`config.mk`:
```
export PLATFORM = sky130hd
export DESIGN_NAME = reg_scoreboard
export DESIGN_NICKNAME = d
export VERILOG_FILES = /design/src/rtl/reg_scoreboard.sv
export SDC_FILE = /design/constraint.sdc
export NUM_CORES = 1
export LEC_CHECK = 0
export ABC_AREA = 1
export CAP_MARGIN = 5
export CORE_MARGIN = 5
export CORE_UTILIZATION = 55
export DETAILED_ROUTE_END_ITERATION = 16
export DONT_BUFFER_PORTS = 1
export HOLD_SLACK_MARGIN = 0.05
export PLACE_DENSITY = 0.73
export RECOVER_POWER = 50
export SETUP_SLACK_MARGIN = 0.15
export SLEW_MARGIN = 20
export SYNTH_ARGS = -nofsm -noshare
export SYNTH_HDL_FRONTEND = slang
export SYNTH_SLANG_ARGS = --single-unit
```
`constraint.sdc`:
```
create_clock -name clk -period 2.3 [get_ports clk]
set_clock_uncertainty 0.2 [all_clocks]
set_input_delay 0.46 -clock clk [delete_from_list [all_inputs] [get_ports clk]]
set_output_delay 0.46 -clock clk [all_outputs]
set_load 0.01 [all_outputs]
```
`src/rtl/reg_scoreboard.sv`:
```
// Purpose : register scoreboard for a 5-stage pipe; detects load-use and Mem-stage
//           hazards, picks operand forwarding paths, counts stall cycles.
// Latency : Stall/IdIssue/FwdRs/FwdRt are combinational; Pending and counters update at the edge.
// Backpressure: Stall holds decode and fetch; the decode instruction issues only when Stall=0.
//
// Ports:
//   clk, rst_n            clock, synchronous active-low reset
//   IdValid               decode holds a valid instruction
//   IdRs/IdRt, IdUseRs/Rt decode source registers and whether each is read
//   IdRd, IdWb            decode destination register and write enable
//   ExRdMask, ExIsLoad    one-hot destination of the Ex instruction, and load flag
//   WbRdMask              one-hot destination of the Wb instruction
//   Stall, IdIssue        hold decode / decode advances
//   FwdRs, FwdRt          operand source: 00 regfile, 01 Ex result, 10 Wb result
//   StallCnt              saturating total stall-cycle count
//   Watchdog              sticky: a single stall lasted longer than 15 cycles
module reg_scoreboard (
  input  logic        clk,
  input  logic        rst_n,
  input  logic        IdValid,
  input  logic [4:0]  IdRs,
  input  logic [4:0]  IdRt,
  input  logic        IdUseRs,
  input  logic        IdUseRt,
  input  logic [4:0]  IdRd,
  input  logic        IdWb,
  input  logic [31:0] ExRdMask,
  input  logic        ExIsLoad,
  input  logic [31:0] WbRdMask,
  output logic        Stall,
  output logic        IdIssue,
  output logic [1:0]  FwdRs,
  output logic [1:0]  FwdRt,
  output logic [7:0]  StallCnt,
  output logic        Watchdog
);

  typedef enum logic {
    stRun   = 1'b0,
    stStall = 1'b1
  } state_t;

  state_t      state;
  logic [31:0] pending;
  logic [3:0]  consecCnt;

  logic [31:0] hazVec;
  logic [31:0] exFwdVec;
  logic [31:0] setVec;
  logic [31:0] pendingNext;

  // Operand source select: Ex (non-load) result wins over Wb result.
  function automatic logic [1:0] fwdSel(input logic [4:0]  r,
                                        input logic        used,
                                        input logic [31:0] exV,
                                        input logic [31:0] wbV);
    logic [1:0] sel;
    sel = 2'b00;
    if (used && (r != 5'd0)) begin
      if (exV[r]) begin
        sel = 2'b01;
      end else if (wbV[r]) begin
        sel = 2'b10;
      end
    end
    return sel;
  endfunction

  always_comb begin
    // A register is hazardous if a load in Ex will write it (data not ready yet),
    // or an issued writer sits in Mem: pending but visible in neither Ex nor Wb,
    // where no forward path exists.
    hazVec    = (ExRdMask & {32{ExIsLoad}}) | (pending & ~ExRdMask & ~WbRdMask);
    hazVec[0] = 1'b0;

    exFwdVec  = ExRdMask & {32{~ExIsLoad}};

    Stall   = IdValid & ((IdUseRs & hazVec[IdRs]) | (IdUseRt & hazVec[IdRt]));
    IdIssue = IdValid & ~Stall;

    FwdRs = fwdSel(IdRs, IdUseRs, exFwdVec, WbRdMask);
    FwdRt = fwdSel(IdRt, IdUseRt, exFwdVec, WbRdMask);

    setVec = '0;
    if (IdIssue && IdWb && (IdRd != 5'd0)) begin
      setVec[IdRd] = 1'b1;
    end

    // Set is OR'd in after the clear, so a new writer issuing in the same cycle
    // an older writer to the same register retires keeps the bit pending.
    pendingNext    = (pending & ~WbRdMask) | setVec;
    pendingNext[0] = 1'b0;
  end

  always_ff @(posedge clk) begin
    if (!rst_n) begin
      pending   <= '0;
      state     <= stRun;
      consecCnt <= 4'd0;
      StallCnt  <= 8'd0;
      Watchdog  <= 1'b0;
    end else begin
      pending <= pendingNext;

      if (state == stRun) begin
        if (Stall) begin
          state <= stStall;
        end
      end else begin
        if (!Stall) begin
          state <= stRun;
        end
      end

      if (Stall) begin
        if (consecCnt != 4'd15) begin
          consecCnt <= consecCnt + 4'd1;
        end
        // Counter already saturated means this is at least the 16th stall in a row.
        if (consecCnt == 4'd15) begin
          Watchdog <= 1'b1;
        end
        if (StallCnt != 8'hFF) begin
          StallCnt <= StallCnt + 8'd1;
        end
      end else begin
        consecCnt <= 4'd0;
      end
    end
  end

endmodule

```
* After elaboration in Yosys (flattened, before gate mapping)
Cells that the tools add are included.
** Storage, ports and cells
- Output and inout port bits :: 15
- Word-level logic and storage cells :: 62
- Bits in registers :: 45
- Input port bits :: 86
** Operators by class
- Equality and inequality tests :: 3
- $add $sub $neg :: 2
- Bitwise gates (word level) :: 16
- Reduce and logical (&&, ||, !) cells :: 11
- Muxes and demuxes :: 21
- Magnitude comparators :: 4
** Operators with widths (count)
- 32-bit AND :: 5
- 32-bit NOT :: 2
- 32-bit OR :: 2
- 32-bit 2-to-1 mux :: 1
- 1-bit binary-select mux with 5-bit select :: 6
- 5-bit by 6-bit less-than comparator with 1-bit output (second input constant) :: 3
- 5-bit nonzero test :: 3
- 2-bit 2-to-1 mux :: 6
- 8-bit by 1-bit adder with 8-bit output (second input constant) :: 1
- 8-bit inequality test (second input constant) :: 1
- 1-bit 2-to-1 mux :: 7
- 2-bit AND reduction :: 3
- 1-bit demux with 5-bit select :: 1
- 5-bit by 1-bit greater-or-equal comparator with 1-bit output (second input constant) :: 1
- 1-bit logical AND :: 5
- 4-bit by 1-bit adder with 4-bit output (second input constant) :: 1
- 1-bit AND :: 4
- 4-bit equality test (second input constant) :: 1
- 4-bit inequality test (second input constant) :: 1
- 1-bit NOT :: 2
- 1-bit OR :: 1

* Logic depth before layout (Yosys ltp)
Gate-level depths: netlist of run 1.
- Depth in word-level cells :: 15
- Mapped depth :: 17
- Mapped depth without buffers :: 16

* Worst setup path before layout of run 1
OpenSTA, ideal clock, no wires.
- Path kind :: in2out
- From :: input port IdRs[1]
- To :: output port FwdRs[1]
- Slack :: -260 ps
- Cell stages on the path :: 9
- Arrival :: 1900 ps
- Buffers on the path :: 2
- Required time :: 1640 ps
- Cell sequence :: buf_2 -> nor2_4 -> inv_2 -> clkbuf_1 -> o211ai_1 -> o221ai_1 -> nand2_1 -> o21a_1 -> nor3_1
** On the way
- Longest elaborated chain between the ends :: 5
- Elaborated cells between the ends (all ways) :: 9
- Those cells by class :: mux: 7; reduce/logical: 2
** Ends and longest elaborated chain
- start, declared :: line 21 : input logic [4:0] IdRs,
- 1-bit binary-select mux with 5-bit select :: line 62 : end else if (wbV[r]) begin
- 1-bit 2-to-1 mux (not written as such) :: line 62
- 2-bit 2-to-1 mux :: line 62
- 2-bit 2-to-1 mux :: line 60 : if (exV[r]) begin
- 2-bit 2-to-1 mux (*) :: line 59 : if (used && (r != 5'd0)) begin
- end, declared :: line 32 : output logic [1:0] FwdRs,
Mark *: on every way between the ends. The rest lies on a longest branch, timed or not. The select of a mux whose other input is x is not followed.

* Worst setup path in the final report of run 1
- From :: register pending[10]
- To :: output port Stall
** On the way
- Longest elaborated chain between the ends :: 8
- Elaborated cells between the ends (all ways) :: 11
- Those cells by class :: mux: 4; bitwise: 7
** Ends and longest elaborated chain
- start, declared :: line 44 : logic [31:0] pending;
- start signal, assigned :: line 103 : pending <= pendingNext;
- 32-bit AND (*) (2 in a row) :: line 73 : hazVec = (ExRdMask & {32{ExIsLoad}}) | (pending & ~ExRdMask & ~WbRdMask);
- 32-bit OR (*) :: line 73
- 1-bit binary-select mux with 5-bit select :: line 78 : Stall = IdValid & ((IdUseRs & hazVec[IdRs]) | (IdUseRt & hazVec[IdRt]));
- 1-bit 2-to-1 mux (not written as such) :: line 78
- 1-bit AND :: line 78
- 1-bit OR (*) :: line 78
- 1-bit AND (*) :: line 78
- end, declared :: line 30 : output logic Stall,
Marks and branches as above.

==> results of run 1 <==
==> logic make-up after synthesis <==
logic type / count (synthesis) / synth area share
XOR/XNOR: 8 / 0.01628
adder cells (fa/ha/maj): 2 / 0.005815
flip-flops: 44 / 0.2047
multiplexers: 1 / 0.002326
AND/OR/NAND/NOR: 397 / 0.4181
AO/OA/AOI/OAI: 165 / 0.2230
buffers and inverters: 122 / 0.1297
==> stage by stage <==
step	util	cell area, sq um	hold slack [ns]	power, mW
4_1_cts	0.6649	5111	0.08925	1.977
2_1_floorplan	-	4491	0.2433	1.269
6_report	0.7327	5633	0.09307	2.093
5_1_grt	0.7327	5633	0.1245	2.175
3_5_place_dp	0.5951	4574	0.2687	1.340
3_3_place_gp	0.5951	4574	0.2611	1.331
==> final cells by class <==
type / instances / area, sq um
tap: 102 / 127.6
clock buffer: 6 / 72.57
clock inverter: 2 / 35.03
fill: 612 / 2054
timing repair buffer: 54 / 546.8
sequential: 44 / 884.6
multi-input combinational: 574 / 3576
inverter: 85 / 390.4
==> registers in the layout, indices dropped and copies added (netlist names) <==
register   count
pending       31
consecCnt      4
StallCnt       8
Watchdog       1
==> repair_timing <==
item,4_1_cts,5_1_grt
pin swaps,30,57
setup buffers,9,4
cloned,2,4
hold endpoints to repair,0,0
resized for setup,94,95
endpoints found under the setup margin,14,50
==> power breakdown <==
part	switching, mW	internal [mW]	total (mW)
combinational	0.452	0.288	0.740
sequential	0.00701	0.767	0.774
clock	0.257	0.322	0.580
==> metal layers <==
| metal | share of wire | GRT usage | vias up |
|---|---|---|---|
| li1 | - | - | 2546 |
| met1 | 0.34 | 0.3971 | 2487 |
| met2 | 0.46 | 0.5434 | 517 |
| met3 | 0.14 | 0.06440 | 136 |
| met4 | 0.067 | 0.1849 | 0 |
| met5 | 0 | 0 | - |
==> worst register-to-register path: cells and delay by family, from the launching register on <==
family                 cells  cell delay [ns]
flip-flops                 1             0.33
AND/OR/NAND/NOR           11             1.06
buffers and inverters      2             0.37
AO/OA/AOI/OAI              2             0.44
==> cells in the final DEF (no fill, tap or decap), types with 4 or more instances in the layout <==
cell type / instances
a211oi_2: 4
a21oi_1: 51
a21oi_2: 32
buf_12: 4
buf_4: 41
buf_6: 5
clkbuf_8: 5
dfxtp_1: 41
inv_1: 73
nand2_1: 135
nand2_2: 33
nand3_1: 88
nand3_2: 15
nand3_4: 20
nor2_1: 48
nor2_2: 12
nor2_4: 16
nor3_1: 10
nor3_2: 4
o211ai_1: 10
o21ai_0: 20
o21ai_1: 18
o221ai_1: 7
o311ai_1: 5
o311ai_2: 4
or2_2: 8
xor2_1: 5
==> final timing paths <==
| path | start | slack (ns) | to | cells after the start |
|---|---|---|---|---|
| worst min-delay path | rst_n | 0.09 | Watchdog$_SDFFE_PN0P_ | 2 |
| worst min register to register | pending[20]$_SDFF_PN0_ | 0.28 | pending[20]$_SDFF_PN0_ | 2 |
| worst max-delay path | pending[10]$_SDFF_PN0_ | -0.21 | Stall | 10 |
| worst max register to register | pending[17]$_SDFF_PN0_ | -0.19 | pending[10]$_SDFF_PN0_ | 15 |
==> metrics.txt, run 1 <==
FMAX about 0.40 GHz; Die ar. roughly 9700 sq um; CP max stage delay roughly 0.32 ns; vias in the first global route 5142; DR vias/cell approximately 6.6; RSZ-0062 raised after global routing yes; Routed WL per cell roughly 21 microns; worst slack at placement -0.1384 ns; clk sinks 44; GRT overflow 0; Worst-Margin Slew approximately 1.3 ns; PD cells about 370 nW/um^2; syn_nets 827; fin. max-slew vios 0; diode count 0; routability cong. just over 1; leading area contributor after synthesis dfxtp_1; dominant synthesized flop cell dfxtp_1; P&R area growth vs syn 30.91%; first-pass GRT wire length 25860 microns; Setup TNS -3.757 ns; post-synth top area share 0.2047; Mapped Avg Cell Area ~5.8 sq um; DR DRC count 0; Post-CTS Hold Fix Bufs 0; FF+latch count, synth 44; # nets final between 800 and 900; buffers added on ports 0; crit-path cells inv_1, o21ai_1, nand2_1, nand3_1, nand3_1, nand3_1, nand2_1, nand2_2, nand3_4, a21boi_4; root buffer cell clkbuf_8; Peak VDD IR ~0.47 mV; dpl cells 840; post-synthesis async set-or-reset flop share 0; unique cell type count in the Yosys netlist 44; DP HPWL between 10000 and 15000 microns; Max-Cap Viols 0; ranking of synthesized cells by area dfxtp_1 20%, nand2_1 14%, nand3_1 14%, a21oi_1 9.8%, inv_1 6.9%; critical path's top delay family simple AND/OR/NAND/NOR gates; Crit path required time ~1.6 ns; Hold Violations, Final 0; clk_lat worst skew roughly 0.30 ns; crit-path max FO 5; TritonCTS clock tree yes; die height between 90 and 100 microns; Tcrit/Tclk final 1.090; critical path arrival roughly 1.9 ns; Mapped Area 4303 sq um; drt pass-1 iters 11; core area between 7000 and 8000 sq um; drt first-iter violations just over 800; share of layout cells above drive strength 1 0.3020; routed vias 5686; initial core utilization 0.5597; Post-Synthesis Cells between 700 and 800; critical path type register to output pin; status finished with violations; final worst slack -0.2081 ns; row count 32; Worst-path clk slew 0.08 ns; chip width between 90 and 100 microns; Synth top cells by count 164 x nand2_1, 118 x nand3_1, 84 x a21oi_1; Final ANT Viol Nets 0; Startpoint Class register; Clock Tree Buf Depth 2; largest net degree at the start of global routing 50; Ys Warns 0; post-layout min period around 2.5 ns; number of synthesized flops with an enable pin 0; Leakage 2.209 nW; initial antenna violation count 0; CP max-delay cell dfxtp_1; Hold Crit Class input port to register; routed wire length 18210 microns; Max transition margin 0.1006; Setup Viol. Count Final between 40 and 50; Seq/Total Area, Yosys 0.2047; crit path buf inv count 1; cell with the most instances after synthesis nand2_1; failing checks setup timing; deepest level of the CTS H-tree 2; clock buffer count from CTS 5; total global-route track usage 0.3281; Most common cell on crit path nand3_1; count of non-filler cells in the finished layout 867; I/O Pins ~100; Critical Path Sink Type output pin
No activity file was read; power rests on OpenSTA's default activity.
==> inputs of run 2 (changes only) <==
--- a/config.mk
+++ b/config.mk
@@ -7,10 +7,10 @@
 export LEC_CHECK = 0
 export ABC_AREA = 1
 export CAP_MARGIN = 5
-export CORE_MARGIN = 5
 export CORE_UTILIZATION = 55
 export DETAILED_ROUTE_END_ITERATION = 16
 export DONT_BUFFER_PORTS = 1
+export GPL_ROUTABILITY_DRIVEN = 0
 export HOLD_SLACK_MARGIN = 0.05
 export PLACE_DENSITY = 0.73
 export RECOVER_POWER = 50
==> metrics.txt, run 2 (synthesis gave the netlist of run 1 again) <==
diode count 0; fin. max-slew vios 0; RSZ-0062 raised after global routing yes; root buffer cell clkbuf_8; Die ar. 8181 sq um; Max-Cap Viols 0; R2R cell count 15; Most common cell on crit path nor3_1; DP HPWL 11670 microns; DR vias/cell approximately 6.4; clk sinks 44; crit path buf inv count 2; crit-path cells clkinvlp_4, buf_6, a21oi_2, nor3_1, nor3_1, o21ai_1, o21ai_2, nand2_1, nor2_4; Reg2Reg Setup Slack -0.03 ns; vias in the first global route about 5000; Setup TNS -0.7634 ns; critical path arrival ~1.8 ns; post-layout min period 2.458 ns; P&R area growth vs syn 19.02%; Tcrit/Tclk final 1.069; FMAX slightly above 0.4 GHz; CP max-delay cell nor3_1; Reg with most FFs pending; drt pass-1 iters 5; Final ANT Viol Nets 0; Setup Viol. Count Final 19; crit-path max FO 49; R2R Path End pending[14]$_SDFF_PN0_; routed wire length ~16000 microns; commonest non-fill, non-tap cell in the layout nand2_1; clk_lat worst skew about 0.30 ns; WP depth 9; clock buffer count from CTS 5; routed vias between 5000 and 6000; Largest regs pending: 31 flops, StallCnt: 8 flops, consecCnt: 4 flops; Routed WL per cell between 15 and 20 microns; first-pass GRT wire length about 25000 microns; DR DRC count 0; largest net degree at the start of global routing 50; Worst Setup SP IdRt[0]; critical path type input port to output pin; worst hold path depth 2; # nets final 846; Clock Tree Buf Depth 2; Peak VDD IR 0.5115 mV; Worst-path clk slew 0.08 ns; Hold Violations, Final 0; R2R Path Start pending[14]$_SDFF_PN0_; Leakage 2.140 nW; CP max stage delay a little under 0.3 ns; core area around 7400 sq um; worst slack at placement -0.2179 ns; Crit path required time 1.64 ns; Max transition margin 0.3823; deepest level of the CTS H-tree 2; final worst slack -0.1584 ns; share of layout cells above drive strength 1 0.2161; Critical Path Sink Type output pin; I/O Pins between 100 and 150; buffers added on ports 0; Hold Crit Class input port to register; max FFs per register 31; total global-route track usage 0.3793; initial antenna violation count 0; Worst Hold Endpoint Watchdog$_SDFFE_PN0P_; status finished with violations; chip width ~90 microns; TritonCTS clock tree yes; drt first-iter violations 634; GRT overflow 0; failing checks setup timing; Core Util, Final 0.6913; commonest non-fill, non-tap cells in the layout 142 x nand2_1, 110 x nand3_1, 75 x inv_1; hold_sp rst_n; initial core utilization 0.5808; # fillers between 600 and 700; critical path's top delay family simple AND/OR/NAND/NOR gates; Worst-Margin Slew approximately 0.9 ns; die height 90.45 microns; Startpoint Class input port; row count 31; PD cells ~400 nW/um^2
-- run 2: changes by cell type in the layout (fill, tap and decap cells not counted), moves of 6 or more --
cell	change
o21ai_1	-6
nor2_1	+6
nand2_1	+7
nand3_1	+22
a21oi_1	+16
nand2_2	-8
nand3_2	-7
nand3_4	-15
a21oi_2	-16
-- run 2: worst register-to-register path: stages (launching register included) --
cell and delay (ns):
dfxtp_1 0.32, nand2_2 0.12, nand2_1 0.12, nand3_1 0.09, nand3_1 0.08, nand2_1 0.11, nand3_1 0.09, nand2_1 0.10
nand2_2 0.07, nand3_4 0.13, nand3_4 0.09, buf_4 0.14, nor2_4 0.19, buf_12 0.17, nand3_1 0.10, a21oi_2 0.17
-- run 2: worst max path at each step --
stage and endpoint:
2_1_floorplan FwdRs[0], 3_3_place_gp FwdRt[0], 4_1_cts FwdRt[1], 5_1_grt Stall
3_5_place_dp FwdRt[0], 6_report FwdRt[1]
-- run 2: per-stage QoR --
| step | hold WS, ns | instance area, sq um | total power, mW | cells |
|---|---|---|---|---|
| 2_1_floorplan | 0.2433 | 4491 | 1.269 | 739 |
| 3_3_place_gp | 0.2606 | 4563 | 1.333 | 836 |
| 3_5_place_dp | 0.2665 | 4563 | 1.340 | 836 |
| 4_1_cts | 0.1131 | 4896 | 1.990 | 852 |
| 5_1_grt | 0.1283 | 5121 | 2.142 | 858 |
| 6_report | 0.1093 | 5121 | 2.056 | 858 |
-- run 2: repair_timing --
item                                    CTS  global route
endpoints found under the setup margin   19            50
hold buffers                              0             0
gates resized for setup                  48            45
pin swaps                                32            19
cloned                                    0             2
setup buffers                             8             4
-- run 2: metal layers --
metal,global-route usage,wire [microns],vias to the layer above
li1,-,-,2526
met5,0,0,-
met3,0.09259,2191,77
met4,0.1707,754,0
met2,0.6240,7323,435
met1,0.4670,6006,2418
-- run 2: final cells by class --
cell class | instances | area (sq um) | share of cell area
Sequential cell | 44 | 885.9 | 0.1730
Timing Repair Buffer | 49 | 434.2 | 0.08478
Inverter | 85 | 364.1 | 0.07110
Tap cell | 99 | 123.9 | 0.02419
Clock buffer | 6 | 82.58 | 0.01613
Multi-Input combinational cell | 573 | 3192 | 0.6233
Clock inverter | 2 | 38.79 | 0.007574
-- run 2: report_power, final --
part | total [mW] | switching [mW] | internal, mW
clock | 0.629 | 0.274 | 0.355
sequential | 0.771 | 0.00428 | 0.767
combinational | 0.656 | 0.399 | 0.257
==> inputs of run 3 (changes only) <==
--- a/config.mk
+++ b/config.mk
@@ -7,7 +7,9 @@
 export LEC_CHECK = 0
 export ABC_AREA = 1
 export CAP_MARGIN = 5
+export CORE_MARGIN = 2
 export CORE_UTILIZATION = 55
+export CTS_BUF_LIST = sky130_fd_sc_hd__clkbuf_8
 export DETAILED_ROUTE_END_ITERATION = 16
 export DONT_BUFFER_PORTS = 1
 export GPL_ROUTABILITY_DRIVEN = 0
==> metrics.txt, run 3 (synthesis gave the netlist of run 1 again) <==
DR vias/cell between 6 and 7; root buffer cell clkbuf_8; GRT overflow 0; Hold Crit Class input port to register; Reg with most FFs pending; Die ar. around 8500 sq um; Critical Path Sink Type output pin; buffers added on ports 0; fin. max-slew vios 0; vias in the first global route 4887; DR DRC count 0; Tcrit/Tclk final 1.063; Final ANT Viol Nets 0; drt pass-1 iters 6; Largest regs pending: 31 flops, StallCnt: 8 flops, consecCnt: 4 flops; Most common cell on crit path nand3_1; crit-path cells clkinvlp_4, buf_4, nor2_2, nand2_1, nand3_1, nand3_1, nand3_1, nand2_1, nand2_2, nand3_4, a21boi_4; FMAX slightly above 0.4 GHz; CP max-delay cell a21boi_4; clk sinks 44; PD cells slightly below 400 nW/um^2; Clock Tree Buf Depth 2; DP HPWL approximately 12000 microns; drt first-iter violations between 700 and 800; Setup TNS -0.6306 ns; Max-Cap Viols 0; initial core utilization 0.5627; TritonCTS clock tree yes; failing checks setup timing; RSZ-0062 raised after global routing yes; clock buffer count from CTS 5; Routed WL per cell 20.13 microns; FF/Latch Area a little under 900 sq um; diode count 0; Startpoint Class input port; Crit path required time roughly 1.6 ns; crit-path max FO around 50; first-pass GRT wire length roughly 24000 microns; core area roughly 7600 sq um; Leakage ~2.2 nW; Hold Violations, Final 0; initial antenna violation count 0; total global-route track usage 0.3500; Max transition margin 0.09138; Peak VDD IR around 0.48 mV; chip width 92.45 microns; critical path type input port to output pin; routed vias 5657; routed wire length 17390 microns; deepest level of the CTS H-tree 2; share of layout cells above drive strength 1 0.2979; largest net degree at the start of global routing 50; final worst slack -0.1440 ns; critical path arrival ~1.8 ns; Worst-path clk slew 0.07 ns; Post-DP Area around 4600 sq um; Final Cell Area 5675 sq um; status finished with violations; # nets final 850; commonest non-fill, non-tap cells in the layout 146 x nand2_1, 86 x nand3_1, 72 x inv_1; row count 32; die height between 90 and 100 microns; CP max stage delay approximately 0.22 ns; multi-input logic area between 3000 and 4000 sq um; max FFs per register 31; Setup Viol. Count Final 14; post-layout min period around 2.4 ns; Worst-Margin Slew 1.358 ns; I/O Pins around 100; # fillers just under 600; Reg2Reg Setup Slack -0.05 ns; clk_lat worst skew approximately 0.30 ns; commonest non-fill, non-tap cell in the layout nand2_1; P&R area growth vs syn 31.90%
## run 3: layer usage
metal	share of wire	routed length [microns]	track usage	up-vias
met1	0.36	6262	0.4496	2543
met4	0.048	836	0.1555	0
li1	-	-	-	2543
met5	0	0	0	-
met3	0.13	2338	0.07323	90
met2	0.46	7956	0.5645	481
## run 3: report_power, final
group	switching, mW	internal, mW
Clock	0.255	0.427
Sequential	0.00644	0.767
Combinational	0.453	0.291
Total	0.715	1.48
## run 3: what timing repair did
item | CTS | global route
gates resized for setup | 60 | 123
buffers inserted | 6 | 3
pin swaps | 21 | 53
hold buffers | 0 | 0
gates cloned | 1 | 4
setup endpoints to repair | 8 | 50
## run 3: final cells by class
class                   count  share of cell area
inverters                  85             0.06680
well taps                 102             0.02249
repair buffers             52             0.09281
clock buffers               5             0.01213
clock inverters             2             0.01058
multi-input cells         574              0.6396
flip-flops and latches     44              0.1556
## run 3: path summary, 6_finish.rpt
kind                           from  cells past startpoint                      to
max                         IdRt[0]                     11                   Stall
min reg2reg  pending[17]$_SDFF_PN0_                      2  pending[17]$_SDFF_PN0_
max reg2reg   pending[6]$_SDFF_PN0_                     14  pending[13]$_SDFF_PN0_
min                           rst_n                      2   Watchdog$_SDFFE_PN0P_
## run 3: critical path: cells and delay by family
kind                   cells  cell delay (ns)
buffers and inverters      2             0.30
and+or+nand+nor            8             0.77
AOI/OAI and AO/OA          1             0.22
## run 3: per-stage QoR
step / power, mW / utilization / hold WS [ns] / setup WS, ns / cells
floorplan: 1.269 / - / 0.2433 / -0.003156 / 739
global placement: 1.343 / 0.6060 / 0.2576 / -0.1016 / 843
detailed placement: 1.351 / 0.6060 / 0.2653 / -0.1148 / 843
CTS: 2.067 / 0.6553 / 0.09397 / -0.06237 / 857
global route: 2.273 / 0.7421 / 0.09772 / -0.1986 / 864
finish: 2.199 / 0.7421 / 0.1102 / -0.1440 / 864
==> RTL change (flow settings as in run 3) <==
Make the reset (`rst_n`) asynchronous in one clocked block. Comments in the files are not updated.
--- a/src/rtl/reg_scoreboard.sv
+++ b/src/rtl/reg_scoreboard.sv
@@ -94,3 +94,3 @@
 
-  always_ff @(posedge clk) begin
+  always_ff @(posedge clk or negedge rst_n) begin
     if (!rst_n) begin
Behaviour: differs if rst_n is asserted again (counterexample within 4 cycles, from zero or initial values and one cycle with rst_n low); with rst_n held inactive, the same outputs for 4 cycles.
==> RTL change against run 3 <==
The run still ends with negative setup slack left; cell area fell by 6.7%; routed wire length fell by 7.5%; core utilization fell by 5.0 points; via count fell by 4.5%; synthesized area rose by 0.29%; setup slack improved by 13 ps; sequential cell count did not move; combinational power rose by 4.8%; power rose by 0.50%; final cell count rose by 0.58%; critical path depth rose by 2; sequential power rose by 14%; largest power group unchanged.
==> RTL change: results (changes against run 3) <==
logic_synthesis:
  ys_types: 36  # was 44
  synthTopCellsByCount: "nand2_1, nand3_1, inv_1"  # was nand2_1, nand3_1, a21oi_1
  post_synth.cell_area_avg_um2: 5.83  # was 5.82 µm²
  synth-main-ff-cell: "dfrtp_1"  # was dfxtp_1
  synthArstFlopShare_pct: 100  # was 0%
  syn_nets: 828  # was 827
  yosysSeqAreaShare_pct: 25.5  # was 20.5%
global_route:
  grt_pass1_vias: 4767  # was 4887
  grt_pass1_wl_um: 23600  # was 23900 µm
  grt_use_met2_pct: 54.2  # was 56.4%
  grt_start_max_net_pins: 51  # was 50
  use_met3_pct: 8.46  # was 7.32%
  grt_use_met1_pct: 49.0  # was 45.0%
  track_usage_pct: 35.4  # was 35.0%
clock_network:
  clock_latency_ps: 320  # was 300 ps
  clk_pin_slew_ps: 100  # was 70 ps
drt:
  drt-vias-per-instance: 6.22  # was 6.55
  wl_met2_um: 6960  # was 7960 µm
  wl_per_cell_um: 18.5  # was 20.1 µm
  m1WireLength_um: 6510  # was 6260 µm
  drtIter0Drc: 825  # was 782
cells_and_area:
  drive_gt1_share_pct: 23.1  # was 29.8%
  layoutNonFillerInstCount: 869  # was 864
  nFillCells: 691  # was 592
sta:
  worst_pin_slew_ps: 1070  # was 1360 ps
  worst_slack_ps: -130  # was -144 ps
  holdWs_ps: 86.8  # was 110 ps
  finalSetupViolCount: 11  # was 14
placement:
  hpwl_um: 11400  # was 11800 µm
power_and_ir_drop:
  swShare_pct: 38.8  # was 32.5%
  p_sw_w: 0.000858  # was 0.000715 W
  leakage_nw: 2.59  # was 2.21 nW
  p_comb_w: 0.000780  # was 0.000744 W
  seq_power_w: 0.000882  # was 0.000773 W
status:
  violations: "negative setup slack"  # unchanged
  status: "finished, violations left"  # unchanged
critical_path:
  timing.rr.start: "pending[3]"  # was pending[6]
hold_path:
  min-delay-start: "IdValid"  # was rst_n
-- RTL change: changes by cell type after synthesis, sizes merged, moves of 11 or more --
cell	run 3	this run
a21oi	84	39
nand2	169	206
o21ai	39	50
dfxtp	44	0
nand3	123	111
dfrtp	0	44
-- RTL change: logic make-up after synthesis --
logic type	synth area share, %
simple gates	43.5
compound gates	17.1
buf+inv	12.1
flops	25.5
xor+xnor	1.22
fa+ha+maj	0.580
-- RTL change: timing repair --
item / 4_1_cts / 5_1_grt
setup buffers: 6 / 6
cloned: 1 / 0
pin swaps: 41 / 41
hold buffers: 2 / 0
resized for setup: 62 / 79
hold endpoints to repair: 44 / 0
setup endpoints to repair: 14 / 47
-- RTL change: final cells by class --
type / count / area, µm² / share of cell area [%]
flip-flops and latches: 44 / 1100 / 20.8
clock inverters: 3 / 25.0 / 0.472
clock buffers: 5 / 68.8 / 1.30
inverters: 95 / 440 / 8.32
multi-input cells: 571 / 3110 / 58.7
repair buffers: 49 / 425 / 8.03
well taps: 102 / 128 / 2.41
-- RTL change: critical path, cell delays in order, from the launching register on --
cell	delay, ps
dfrtp_1	350
inv_2	40
o21ai_0	130
buf_4	150
nand2_1	50
nand3_1	70
nand2_1	60
nand2_1	70
nand2_1	60
nand3_2	110
nand3_4	110
nand2_4	110
nand2_4	70
inv_4	60
-- RTL change: path summary, 6_finish.rpt --
path	end	cells after the start
worst min-delay path	Watchdog	1
max in group asynchronous	StallCnt[3]	2
worst max-delay path	Stall	13
worst max register to register	StallCnt[4]	18
min in group asynchronous	pending[8]	2
worst min register to register	pending[20]	2
-- RTL change: through the flow --
stage	TNS (ps)	worst slack [ps]	cell area, µm²
detailed placement	-2940	-174	4640
global route	-1680	-199	5300
finish	-615	-130	5300
global placement	-2260	-178	4640
floorplan	0	133	4530
CTS	-205	-83.5	4980
